==> config.mk <==
export PLATFORM = sky130hd
export DESIGN_NAME = serial_add_ctrl_flat
export DESIGN_NICKNAME = d
export VERILOG_FILES = /design/src/rtl/serial_add_ctrl_pkg.sv /design/src/rtl/serial_add_ctrl_if.sv /design/src/rtl/serial_add_ctrl_fa_cell.sv /design/src/rtl/serial_add_ctrl.sv /design/src/flat_wrapper.sv
export SDC_FILE = /design/constraint.sdc
export NUM_CORES = 1
export LEC_CHECK = 0
export ABC_AREA = 1
export CAP_MARGIN = 20
export CORE_MARGIN = 2
export CORE_UTILIZATION = 30
export CTS_CLUSTER_DIAMETER = 60
export DETAILED_ROUTE_END_ITERATION = 8
export GPL_ROUTABILITY_DRIVEN = 0
export PLACE_DENSITY_LB_ADDON = 0.15
export SYNTH_ARGS = -nofsm -noshare
export SYNTH_HDL_FRONTEND = slang
export SYNTH_SLANG_ARGS = --single-unit
==> constraint.sdc <==
create_clock -name clk -period 1.7 [get_ports clk]
set_clock_uncertainty 0.1 [all_clocks]
set_input_delay 0.255 -clock clk [delete_from_list [all_inputs] [get_ports clk]]
set_output_delay 0.255 -clock clk [all_outputs]
set_load 0.005 [all_outputs]
==> src/rtl/serial_add_ctrl_pkg.sv <==
// Shared types and constants for the bit-serial adder controller.
package serial_add_pkg;
  typedef enum logic {IDLE = 1'b0, RUN = 1'b1} state_t;

  localparam int DEF_WIDTH = 8;

  // Bit counter width: $clog2 of the operand width, never below one bit.
  function automatic int cnt_w(input int w);
    return (w <= 2) ? 1 : $clog2(w);
  endfunction

  localparam int DEF_CNT_W = cnt_w(DEF_WIDTH);
endpackage

==> src/rtl/serial_add_ctrl_if.sv <==
// Request/result handshake between a datapath and serial_add_ctrl.
interface serial_add_ctrl_if
  import serial_add_pkg::*;
#(
  parameter int WIDTH = DEF_WIDTH
);
  logic             start;
  logic [WIDTH-1:0] x_val;
  logic [WIDTH-1:0] y_val;
  logic             c_in;
  logic             sub;
  logic             busy;
  logic             done;
  logic [WIDTH-1:0] sum;
  logic             c_out;

  modport master (output start, x_val, y_val, c_in, sub,
                  input  busy, done, sum, c_out);
  modport slave  (input  start, x_val, y_val, c_in, sub,
                  output busy, done, sum, c_out);
endinterface

==> src/rtl/serial_add_ctrl_fa_cell.sv <==
// One-bit full adder cell: parity sum, majority carry. Purely combinational.
module fa_cell (
  input  logic i_x,
  input  logic i_y,
  input  logic i_c,
  output logic o_s,
  output logic o_c
);
  assign o_s = i_x ^ i_y ^ i_c;
  assign o_c = (i_x & i_y) | (i_x & i_c) | (i_y & i_c);
endmodule

==> src/rtl/serial_add_ctrl.sv <==
// Bit-serial adder controller: runs one fa_cell over WIDTH bits, LSB first.
// Optional subtract mode is compiled in with `define SERIAL_ADD_SUB_EN.
module serial_add_ctrl
  import serial_add_pkg::*;
#(
  parameter int WIDTH = DEF_WIDTH
) (
  input  logic             clk,
  input  logic             rst_n,
  serial_add_ctrl_if.slave bus
);
  localparam int             CW      = cnt_w(WIDTH);
  localparam logic [CW-1:0]  LP_TERM = CW'(WIDTH - 1);

  state_t           r_state, w_state_nxt;
  logic [WIDTH-1:0] r_x, r_y, r_psum, r_sum;
  logic [CW-1:0]    r_cnt;
  logic             r_carry, r_cout, r_done;
  logic             w_s, w_c, w_accept, w_last;
  logic [WIDTH-1:0] w_y_ld, w_psum_nxt;
  logic             w_cin_ld;

`ifdef SERIAL_ADD_SUB_EN
  // Subtract as X + ~Y + 1; c_in is ignored in that mode.
  assign w_y_ld   = bus.sub ? ~bus.y_val : bus.y_val;
  assign w_cin_ld = bus.sub ? 1'b1 : bus.c_in;
`else
  logic w_unused_sub;
  assign w_unused_sub = bus.sub;
  assign w_y_ld       = bus.y_val;
  assign w_cin_ld     = bus.c_in;
`endif

  fa_cell u_fa (
    .i_x (r_x[0]),
    .i_y (r_y[0]),
    .i_c (r_carry),
    .o_s (w_s),
    .o_c (w_c)
  );

  assign w_accept   = (r_state == IDLE) && bus.start;
  assign w_last     = (r_cnt == LP_TERM);
  assign w_psum_nxt = {w_s, r_psum[WIDTH-1:1]};

  // State register.
  always_ff @(posedge clk or negedge rst_n) begin
    if (!rst_n) r_state <= IDLE;
    else        r_state <= w_state_nxt;
  end

  // Next state: accept in IDLE, leave RUN on the edge handling the last bit.
  always_comb begin
    w_state_nxt = r_state;
    case (r_state)
      IDLE:    if (bus.start) w_state_nxt = RUN;
      RUN:     if (w_last)    w_state_nxt = IDLE;
      default: w_state_nxt = IDLE;
    endcase
  end

  // Datapath: capture operands on accept, then shift one bit per cycle.
  always_ff @(posedge clk or negedge rst_n) begin
    if (!rst_n) begin
      r_x     <= '0;
      r_y     <= '0;
      r_psum  <= '0;
      r_carry <= 1'b0;
      r_cnt   <= '0;
      r_sum   <= '0;
      r_cout  <= 1'b0;
      r_done  <= 1'b0;
    end else begin
      r_done <= 1'b0;
      if (w_accept) begin
        r_x     <= bus.x_val;
        r_y     <= w_y_ld;
        r_carry <= w_cin_ld;
        r_cnt   <= '0;
        r_psum  <= '0;
      end else if (r_state == RUN) begin
        r_psum  <= w_psum_nxt;
        r_x     <= r_x >> 1;
        r_y     <= r_y >> 1;
        r_carry <= w_c;
        if (w_last) begin
          // Results only move here so they stay stable through RUN.
          r_sum  <= w_psum_nxt;
          r_cout <= w_c;
          r_done <= 1'b1;
        end else begin
          r_cnt <= r_cnt + 1'b1;
        end
      end
    end
  end

  assign bus.busy  = (r_state == RUN);
  assign bus.done  = r_done;
  assign bus.sum   = r_sum;
  assign bus.c_out = r_cout;
endmodule
==> src/flat_wrapper.sv <==
// flat-port wrapper written by rule: the top's interface ports become plain ports
module serial_add_ctrl_flat import serial_add_pkg::*;
#(
  parameter int WIDTH = DEF_WIDTH
)
  (clk, rst_n, bus_start, bus_x_val, bus_y_val, bus_c_in, bus_sub, bus_busy, bus_done, bus_sum, bus_c_out);
  serial_add_ctrl_if #(.WIDTH(WIDTH)) bus_i ();
  input  logic clk;
  input  logic rst_n;
  input wire logic [$bits(bus_i.start)-1:0] bus_start;
  input wire logic [$bits(bus_i.x_val)-1:0] bus_x_val;
  input wire logic [$bits(bus_i.y_val)-1:0] bus_y_val;
  input wire logic [$bits(bus_i.c_in)-1:0] bus_c_in;
  input wire logic [$bits(bus_i.sub)-1:0] bus_sub;
  output wire logic [$bits(bus_i.busy)-1:0] bus_busy;
  output wire logic [$bits(bus_i.done)-1:0] bus_done;
  output wire logic [$bits(bus_i.sum)-1:0] bus_sum;
  output wire logic [$bits(bus_i.c_out)-1:0] bus_c_out;
  assign bus_i.start = bus_start;
  assign bus_i.x_val = bus_x_val;
  assign bus_i.y_val = bus_y_val;
  assign bus_i.c_in = bus_c_in;
  assign bus_i.sub = bus_sub;
  assign bus_busy = bus_i.busy;
  assign bus_done = bus_i.done;
  assign bus_sum = bus_i.sum;
  assign bus_c_out = bus_i.c_out;
  serial_add_ctrl #(.WIDTH(WIDTH)) u_core (.clk(clk), .rst_n(rst_n), .bus(bus_i));
endmodule
==> impl_metrics.csv, run 1 <==
group,metric,value,unit
synth,synthMuxAreaShare,0,
worst_setup_path,required,1.34,ns
synth,yosysWarnings,0,
drt,routed_wl,3.19,mm
synth,synth_top_family_by_area,"simple AND/OR/NAND/NOR gates",
die,die-area,6190,µm²
cells_and_area,area_delta_synth_final,25.8,%
worst_setup_path,critPathKind,"flop to output port",
cells_and_area,diodes,0,
pwr,total_leakage_power,0.00101,µW
min_path,hold_path.class,"primary input to asynchronous set/reset pin",
cells_and_area,drive_above_1_share,0.101,
drt,remaining_drc_errors,0,
job,drv_cap,0,
placed_design,port_buffers,30,
placed_design,dp_slack,0.0937,ns
sta,tightest_slew,0.467,ns
drt,firstDrtPassIters,4,
worst_setup_path,cp-start-kind,"flop",
pwr,power_density,1550,nW/µm²
worst_setup_path,cp-end-kind,"output port",
clock_tree,cts_max_path_buffers,2,
sta,fmax,0.671,GHz
sta,tns,0,ns
worst_setup_path,crit_chain,"clkdlybuf4s50_1",
sta,setup_ws,0.210,ns
clock_tree,cts_buffers,5,
sta,hold_viol_final,0,
worst_setup_path,r2r_start,"u_core.r_cnt[0]",
worst_setup_path,crit_family,"buffers and inverters",
worst_setup_path,critPathMaxStageDelay,0.50,ns
sta,relSlewSlack,0.688,
synth,synthesis.nets,200,
sta,drv_slew,0,
clock_tree,clkSlewWorstSetupHoldPaths,0.07,ns
die,io_pins,32,
clock_tree,cts_tree,"yes",
synth,syn_area_per_cell,9.50,µm²
die,die_x,78.6,µm
synth,synth_xor_area_frac,0,
synth,synthCells,176,
worst_setup_path,crit_path_max_fanout,2,
grt,grtUsageTotal,0.117,
die,row_count,27,
die,initial_core_util,0.307,
synth,yosysUniqueCellTypes,14,
clock_tree,h-tree-depth,2,
clock_tree,cts_resized,0,
drt,avgViaCountPerCell,4.41,
run_status,status,"completed",
grt,grt_antenna_before_repair,0,
synth,synth_seq_cells,38,
sta,period_share,0.877,
synth,synth_compound_area_frac,0.0576,
worst_setup_path,critPathBufInv,1,
grt,grt-ovfl-total,0,
grt,grt_max_degree,26,
worst_setup_path,crit_slowest_cell,"clkdlybuf4s50_1",
synth,syn_area,1670,µm²
placed_design,hpwl,2.13,mm
grt,grt_pass1_vias,1205,
clock_tree,worstSkewPairLatency,0.28,ns
synth,ys_seq_area_frac,0.569,
drt,wire_per_inst,11.4,µm
die,core_area,5440,µm²
sta,rsz0062_at_grt,"false",
die,dieHeight,78.6,µm
synth,synth_simple_gate_area_frac,0.265,
cells_and_area,nets,233,
sta,min_period,1.49,ns
worst_setup_path,reg2reg_slack,0.24,ns
clock_tree,clkSinkCount,38,
grt,grt_pass1_wl,5.60,mm
worst_setup_path,arrival,1.14,ns
clock_tree,cts_root_buf,"clkbuf_8",
drt,postRouteAntennaNets,0,
sta,finalSetupViolCount,0,
clock_tree,cts_setup_buffers,0,
drt,vias,1236,
synth,synth_fa_ha_area_frac,0.0269,
pwr,ir_drop,469,µV
drt,drtIter0Drc,73,
worst_setup_path,startpoint,"u_core.bus.c_out",
==> stage by stage <==
stage / util / hold WS, ns / area (µm²) / power (µW) / std cells
2_1_floorplan: - / -0.141 / 1670 / 2300 / 176
3_3_place_gp: 0.370 / 0.129 / 2010 / 2690 / 273
3_5_place_dp: 0.370 / 0.132 / 2010 / 2710 / 273
4_1_cts: 0.387 / 0.369 / 2100 / 3330 / 280
5_1_grt: 0.387 / 0.403 / 2100 / 3560 / 280
6_report: 0.387 / 0.367 / 2100 / 3260 / 280
==> worst paths after layout <==
check | cells after the start | endpoint
hold / removal | 2 | u_core.bus.done
setup reg to reg | 6 | u_core.bus.sum[0]
setup / recovery | 1 | bus_c_out
hold reg to reg | 2 | u_core.r_x[7]
max in group asynchronous | 3 | u_core.r_psum[7]
min in group clk | 2 | u_core.r_x[7]
==> what timing repair did <==
item,4_1_cts,5_1_grt
hold buffers,1,0
endpoints found under the setup margin,0,0
endpoints found under the hold margin,17,0
==> cells in the final DEF, fill, tap and decap left out, types with 2 or more instances in the layout <==
master           instances
o21ai_1                  6
buf_4                    3
o21ai_2                  7
clkdlybuf4s50_1         29
nand2_1                 63
nand3_1                 35
clkbuf_8                 6
inv_1                   11
dfrtp_1                 38
ha_1                     2
==> final cells by class <==
| type | count | area [µm²] |
|---|---|---|
| multi-input combinational | 117 | 584 |
| sequential | 38 | 951 |
| tap | 72 | 90.1 |
| inverter | 12 | 47.5 |
| fill | 576 | 3340 |
| clock buffer | 6 | 82.6 |
| timing repair buffer | 35 | 348 |
==> registers in the layout, indices dropped and copies added (netlist names) <==
register          cells
u_core.r_carry        1
u_core.r_x            8
u_core.r_y            8
u_core.bus.busy       1
u_core.bus.sum        8
u_core.r_psum         7
u_core.bus.done       1
u_core.r_cnt          3
u_core.bus.c_out      1
==> synth_stat cells <==
cell type  number  area [µm²]
dfrtp_1        38         951
nand2_1        63         236
inv_4           1        6.26
o21ai_2         7        61.3
fa_1            1        20.0
o21ai_1         6        30.0
ha_1            2        25.0
buf_2           2        10.0
inv_1          11        41.3
nor2_8          1        20.0
o21ai_0         1        5.00
buf_6           7        78.8
nand2_4         1        11.3
nand3_1        35         175
==> power breakdown <==
part,switching [µW],internal (µW),leakage (µW)
logic,635,550,0.000473
registers,194,1280,0.000489
clock network,288,313,0.0000431
total,1120,2140,0.00101
==> per-layer routing <==
layer,share of wire,vias up,global-route usage
met5,0,-,0
met4,0.014,0,0.0421
met3,0.070,5,0.0471
met2,0.43,36,0.173
met1,0.49,566,0.154
li1,-,629,-
==> cells by family (layout without fill, tap and decap cells) <==
kind of cell / after synthesis / after routing
buf+inv: 21 / 53
simple gates: 100 / 100
compound gates: 14 / 14
fa+ha+maj: 3 / 3
flops: 38 / 38
Note: power is estimated with default switching activity, not from simulation.
==> inputs of run 2 (changes only) <==
SLEW_MARGIN = 10   (was unset)
==> results of run 2 <==
Same layout as run 1: the final DEF is identical, and so are final timing and power.
